File: config.mk
export PLATFORM = sky130hd
export DESIGN_NAME = sram_arbiter
export DESIGN_NICKNAME = d
export VERILOG_FILES = /design/src/rtl/sram_arbiter.sv
export SDC_FILE = /design/constraint.sdc
export NUM_CORES = 1
export LEC_CHECK = 0
export CAP_MARGIN = 20
export CORE_MARGIN = 2
export CORE_UTILIZATION = 35
export CTS_CLUSTER_DIAMETER = 80
export DETAILED_ROUTE_END_ITERATION = 7
export GPL_TIMING_DRIVEN = 0
export MAX_ROUTING_LAYER = met4
export PLACE_DENSITY = 0.83
export SETUP_SLACK_MARGIN = 0.2
export SYNTH_ARGS = -nofsm -noshare
export SYNTH_HDL_FRONTEND = slang
export SYNTH_SLANG_ARGS = --single-unit
File: constraint.sdc
create_clock -name clk -period 4.15 [get_ports clk]
set_input_delay 0.83 -clock clk [delete_from_list [all_inputs] [get_ports clk]]
set_output_delay 0.83 -clock clk [all_outputs]
set_load 0.05 [all_outputs]
File: src/rtl/sram_arbiter.sv
// Two-port (instruction fetch / data load-store) arbiter in front of a single SRAM, with alignment/range
// checking and a WAIT timeout. Define SRAM_ARB_ROUND_ROBIN_EN for round-robin tie-breaking; default grants D.
module sram_arbiter #(
  parameter int MEM_BYTES = 4096,
  parameter int TIMEOUT   = 15
) (
  input  logic        clk,
  input  logic        reset,
  input  logic        i_req,
  input  logic [31:0] i_addr,
  output logic [31:0] i_rdata,
  output logic        i_ready,
  output logic        i_err,
  input  logic        d_req,
  input  logic        d_we,
  input  logic [31:0] d_addr,
  input  logic [31:0] d_wdata,
  output logic [31:0] d_rdata,
  output logic        d_ready,
  output logic        d_err,
  output logic        m_req,
  output logic        m_we,
  output logic [31:0] m_addr,
  output logic [31:0] m_wdata,
  input  logic [31:0] m_rdata,
  input  logic        m_ready
);

  localparam int CW = (TIMEOUT < 2) ? 1 : $clog2(TIMEOUT);
  localparam logic [CW-1:0] LAST_WAIT = CW'(TIMEOUT - 1);
  localparam logic [31:0] MEM_LIMIT = 32'(MEM_BYTES);

  typedef enum logic [1:0] {IDLE, WAIT, ERR} state_t;

  state_t        state;
  state_t        stateNext;
  logic [CW-1:0] waitCount;
  logic          grantD;
  logic          pickD;
  logic          latch;
  logic          legal;
  logic [31:0]   selAddr;
  logic          portReady;
  logic          portErr;
  logic [31:0]   portRdata;

`ifdef SRAM_ARB_ROUND_ROBIN_EN
  logic lastGrantD;

  // On a tie, hand the grant to whichever port did not win last time.
  always_ff @(posedge clk or negedge reset) begin
    if (!reset) begin
      lastGrantD <= 1'b1;
    end else if (latch) begin
      lastGrantD <= pickD;
    end
  end

  assign pickD = d_req && (!i_req || !lastGrantD);
`else
  assign pickD = d_req;
`endif

  assign selAddr = pickD ? d_addr : i_addr;
  assign legal   = (selAddr[1:0] == 2'b00) && (selAddr < MEM_LIMIT);

  always_ff @(posedge clk or negedge reset) begin
    if (!reset) begin
      state     <= IDLE;
      waitCount <= '0;
      grantD    <= 1'b0;
      m_req     <= 1'b0;
      m_we      <= 1'b0;
      m_addr    <= '0;
      m_wdata   <= '0;
    end else begin
      state <= stateNext;
      m_req <= latch && legal;
      if (latch) begin
        grantD  <= pickD;
        m_addr  <= selAddr;
        m_we    <= pickD && d_we;
        m_wdata <= pickD ? d_wdata : 32'h0;
      end
      if (state == WAIT && stateNext == WAIT) begin
        waitCount <= waitCount + CW'(1);
      end else begin
        waitCount <= '0;
      end
    end
  end

  // A timeout reuses ERR so the abort pulse looks exactly like an illegal-address abort.
  always_comb begin
    stateNext = state;
    latch     = 1'b0;
    portReady = 1'b0;
    portErr   = 1'b0;
    portRdata = '0;
    unique case (state)
      IDLE: begin
        if (i_req || d_req) begin
          latch     = 1'b1;
          stateNext = legal ? WAIT : ERR;
        end
      end
      WAIT: begin
        portReady = m_ready;
        portRdata = m_ready ? m_rdata : 32'h0;
        if (m_ready) begin
          stateNext = IDLE;
        end else if (waitCount == LAST_WAIT) begin
          stateNext = ERR;
        end
      end
      ERR: begin
        portReady = 1'b1;
        portErr   = 1'b1;
        stateNext = IDLE;
      end
      default: stateNext = IDLE;
    endcase

    i_ready = portReady && !grantD;
    i_err   = portErr && !grantD;
    i_rdata = grantD ? 32'h0 : portRdata;
    d_ready = portReady && grantD;
    d_err   = portErr && grantD;
    d_rdata = grantD ? portRdata : 32'h0;
  end

endmodule

## Word-level counts from Yosys, hierarchy flattened

Cells that the tools add are included.
Widths: inputs -> output; s select.

| cells by class | value |
|---|---|
| add/sub/neg operators | 1 |
| equality and inequality tests | 4 |
| $lt $le $gt $ge | 1 |
| muxes and demuxes | 16 |
| reductions and logical operators | 12 |

Operators by type and width:

| cell | number |
|---|---|
| $mux 32 | 6 |
| $lt 32x13->1 const B | 1 |
| $logic_and 1x1->1 | 8 |
| $mux 2 | 4 |
| $add 4x1->4 const B | 1 |
| $eq 2x1->1 const B | 2 |
| $eq 4x4->1 const B | 1 |
| $logic_not 2->1 | 2 |
| $mux 4 | 1 |
| $pmux 2 s2 | 1 |
| $mux 1 | 3 |
| $eq 2x2->1 const B | 1 |
| $pmux 1 s2 | 1 |
| $logic_not 1->1 | 1 |
| $logic_or 1x1->1 | 1 |

| storage, ports and cells | value |
|---|---|
| bits in registers | 73 |
| input port bits | 134 |
| output and inout bits | 134 |
| word-level logic and storage cells | 41 |

## Depth between registers and ports, before layout

Gate-level depths: netlist (run 1).

| depth | value |
|---|---|
| depth in word-level cells | 9 |
| gate-level depth with buffers | 7 |
| depth with buffers taken out | 6 |

## Worst setup path after synthesis (run 1)

OpenSTA, ideal clock, no wires.

| path | value |
|---|---|
| path type | in2out |
| start | in m_ready |
| end | out d_ready |
| path slack | 1.560 ns |
| buffers on the path | 0 |
| data required time | 3.320 ns |
| arrival | 1.760 ns |
| stages on the path | 3 |
| cells stage by stage | and2_1 -> o21ai_0 -> nor2_1 |

| on the way | value |
|---|---|
| longest elaborated chain between the ends | 2 |

Ends and longest elaborated chain:

| element | line | RTL |
|---|---|---|
| start, declared | 26 | `input logic m_ready` |
| $pmux 1 s2 | 100 | `unique case (state)` |
| $logic_and 1x1->1 | 127 | `d_ready = portReady && grantD;` |
| end, declared | 19 | `output logic d_ready,` |

Every way passes these cells.

## Final worst setup path (run 1)

| path | value |
|---|---|
| start | in m_ready |
| end | out i_rdata[26] |

| on the way | value |
|---|---|
| longest elaborated chain between the ends | 3 |

Ends and longest elaborated chain:

| element | line | RTL |
|---|---|---|
| $mux 32 | 109 | `portRdata = m_ready ? m_rdata : 32'h0;` |
| $mux 32 | 100 |  |
| $mux 32 | 126 | `i_rdata = grantD ? 32'h0 : portRdata;` |
| end, declared | 11 | `output logic [31:0] i_rdata,` |

Every way passes these cells.

==> results.json, run 1 <==
{
  "core_um2": 10400,
  "diodes": 0,
  "drt_iter0_drc": 227,
  "grt_pass1_wl_mm": 21.2,
  "crit_path_end_kind": "output pin",
  "reg2regPathDepth": 7,
  "cts_buffer_depth": 2,
  "p_per_area_nw_per_um2": 420,
  "dp.cells": 825,
  "synth-seq-cells": 73,
  "cp_max_fo": 10,
  "tightest_slew_ns": 0.909,
  "vias": 4134,
  "grt_usage_pct": 24.1,
  "nFillCells": 862,
  "cp.required_ns": 3.32,
  "fin_ws_ns": 0.398,
  "crit_arrival_ns": 2.92,
  "cts_sinks": 73,
  "timing.rr.start": "state[1]",
  "start_kind": "input pin",
  "critPathBufInv": 3,
  "most-common-layout-cells": "266 x clkdlybuf4s50_1, 101 x nand2_1, 73 x dfrtp_1",
  "numCtsBuffers": 9,
  "cpMostUsedCell": "clkdlybuf4s50_1",
  "synthArstFlopShare_pct": 100,
  "holdBufCountCts": 0,
  "htreeDepth": 3,
  "synth_nets": 561,
  "finalCritPeriodShare_pct": 90.4,
  "yosys.area_share.simple_pct": 29.2,
  "syn_area_per_cell_um2": 8.94,
  "hpwlAfterDp_mm": 11.1,
  "place.gp.congestion": 0.839,
  "cts_setup_buffers": 0,
  "root_buffer": "clkbuf_8",
  "maxSlewViolCount": 0,
  "netlist_instances": 422,
  "drt_wl_total_mm": 14.0,
  "avgViaCountPerCell": 4.92,
  "synth_compound_area_share_pct": 7.79,
  "critPathKind": "in -> out",
  "grt_pass1_vias": 4162,
  "ant_nets": 0,
  "grt-ovfl-total": 0,
  "worstSetupStartpoint": "m_ready",
  "drc_errors": 0,
  "antenna_found_initial": 0,
  "syn_to_final_growth_pct": 82.3,
  "dieWidth_um": 108,
  "endpoint": "i_rdata[26]",
  "die_area_um2": 11600,
  "die_h_um": 108,
  "synth_top_family_by_area": "simple AND/OR/NAND/NOR gates",
  "wl_per_cell_um": 16.6,
  "io-pin-count": 268,
  "drive_gt1_share_pct": 3.12,
  "synthFlopType": "dfrtp_1",
  "rows": 37,
  "critPathMaxStageDelay_ns": 0.81,
  "nets": 839,
  "dp_slack_ns": 0.424,
  "grt_max_degree": 74,
  "clk_latency_ns": 0.34,
  "slew_headroom_pct": 39.4,
  "dr.pass1.iters": 4,
  "hold_path_class": "reg -> reg",
  "post_cts_resized": 0,
  "cp_top_family": "buffers and inverters",
  "max_freq_mhz": 267,
  "synth_edf_count": 0,
  "finalHoldViolCount": 0,
  "rr_endpoint": "m_wdata[13]",
  "synthAdderAreaFrac_pct": 1.66,
  "multi_input_area_um2": 1800,
  "clk_pin_slew_ns": 0.08,
  "synthDistinctLibCells": 33,
  "yosys_warnings": 0,
  "crit_path_top_delay_cell": "clkdlybuf4s50_1",
  "cts_tree": "done",
  "worstPathCellList": "clkdlybuf4s50_1, and2_1, clkbuf_1, and3_1, clkdlybuf4s50_1",
  "outcome": "finished, final reports clean",
  "port_buffers": 267,
  "ir_drop_v": 0.000281,
  "hold_ws_ns": 0.474,
  "setup_viol_count_final": 0,
  "yosysSeqAreaShare_pct": 48.4,
  "seq_area_um2": 1830,
  "final_common_cell": "clkdlybuf4s50_1",
  "initial_core_util_pct": 36.2,
  "rsz0062_at_grt": "no",
  "critical_path_depth": 5,
  "r2r_slack_ns": 1.99,
  "p_leak_nw": 3.12,
  "max-cap-violations": 0,
  "syn_area_um2": 3770,
  "layout.cells.non_filler": 841,
  "skew_ns": 0.00781,
  "synthMuxAreaShare_pct": 8.49,
  "fin_crit_ns": 3.75,
  "synth_xor_area_share_pct": 0.464
}
-- power by group --
part	total (mW)	leakage [nW]	internal (mW)	switching [mW]
combinational	1.25	2.07	0.436	0.817
sequential	0.929	0.919	0.851	0.0773
clock	0.709	0.129	0.449	0.260
-- flip-flops by register name, indices dropped and copies added (netlist names) --
signal and flops:
grantD 1, m_addr 32, m_req 1, m_wdata 32, m_we 1, state 2, waitCount 4
-- worst min-delay path, cell delays in order (launching register included) --
cell	delay, ns
dfrtp_1	0.35
nand2_1	0.05
nand2_1	0.05
-- worst min-delay path by stage --
stage / start / endpoint / cells after the start
global placement: m_wdata[13] / m_wdata[13] / 2
finish: m_wdata[8] / m_wdata[8] / 2
floorplan: waitCount[0] / waitCount[0] / 1
CTS: m_wdata[4] / m_wdata[4] / 2
global route: m_wdata[21] / m_wdata[21] / 2
detailed placement: m_wdata[4] / m_wdata[4] / 2
-- Yosys cell counts, drive strengths merged (2+ instances only) --
master	number	area share, %
a211oi	4	0.80
a31oi	2	0.33
and2	34	5.6
and3	33	5.5
and4	2	0.46
buf	4	0.66
clkbuf	27	2.7
dfrtp	73	48
ha	5	1.7
inv	6	0.60
mux2i	32	8.5
nand2	101	10
nand3	36	4.8
nor2	4	0.40
nor2b	2	0.33
nor3	3	0.40
nor4	6	1.0
o21ai	36	4.8
o22ai	2	0.50
-- cell type report --
| cell class | count | area share (%) |
|---|---|---|
| buffer | 31 | 1.84 |
| clock buffer | 12 | 2.40 |
| clock inverter | 4 | 1.42 |
| inverter | 6 | 0.328 |
| multi-input combinational | 312 | 26.1 |
| sequential | 73 | 26.6 |
| tap | 136 | 2.47 |
| timing repair buffer | 267 | 38.8 |
-- layer usage --
layer	up-vias	wire, um	track usage (%)
li1	1998	-	-
met4	0	207	6.04
met5	-	0	-
met2	152	6900	40.7
met3	19	906	5.15
met1	1965	5960	29.4
-- per-stage QoR --
step	utilization, %	instance area [um^2]	setup TNS (ns)	total power, mW
CTS	66.0	6880	0	2.91
global route	66.0	6880	0	3.02
global placement	63.5	6620	-13.56	2.18
finish	66.0	6880	0	2.89
detailed placement	63.5	6610	0	2.20
floorplan	-	3770	0	1.66
-- logic make-up after synthesis --
| kind of cell | after synthesis |
|---|---|
| xor gates and xnor gates | 2 |
| buffers and inverters | 37 |
| adders and majority gates | 5 |
| AOI/OAI and AO/OA | 49 |
| muxes | 32 |
| DFF | 73 |
| and+or+nand+nor | 224 |
Note: power is estimated with default switching activity, not from simulation.
==> inputs of run 2 (changes only) <==
--- a/config.mk
+++ b/config.mk
@@ -8,6 +8,7 @@
 export CAP_MARGIN = 20
 export CORE_MARGIN = 2
 export CORE_UTILIZATION = 35
+export CTS_BUF_LIST = sky130_fd_sc_hd__clkbuf_8
 export CTS_CLUSTER_DIAMETER = 80
 export DETAILED_ROUTE_END_ITERATION = 7
 export GPL_TIMING_DRIVEN = 0
==> results of run 2 <==
The final DEF is identical to that of run 1; final timing and power are the same.
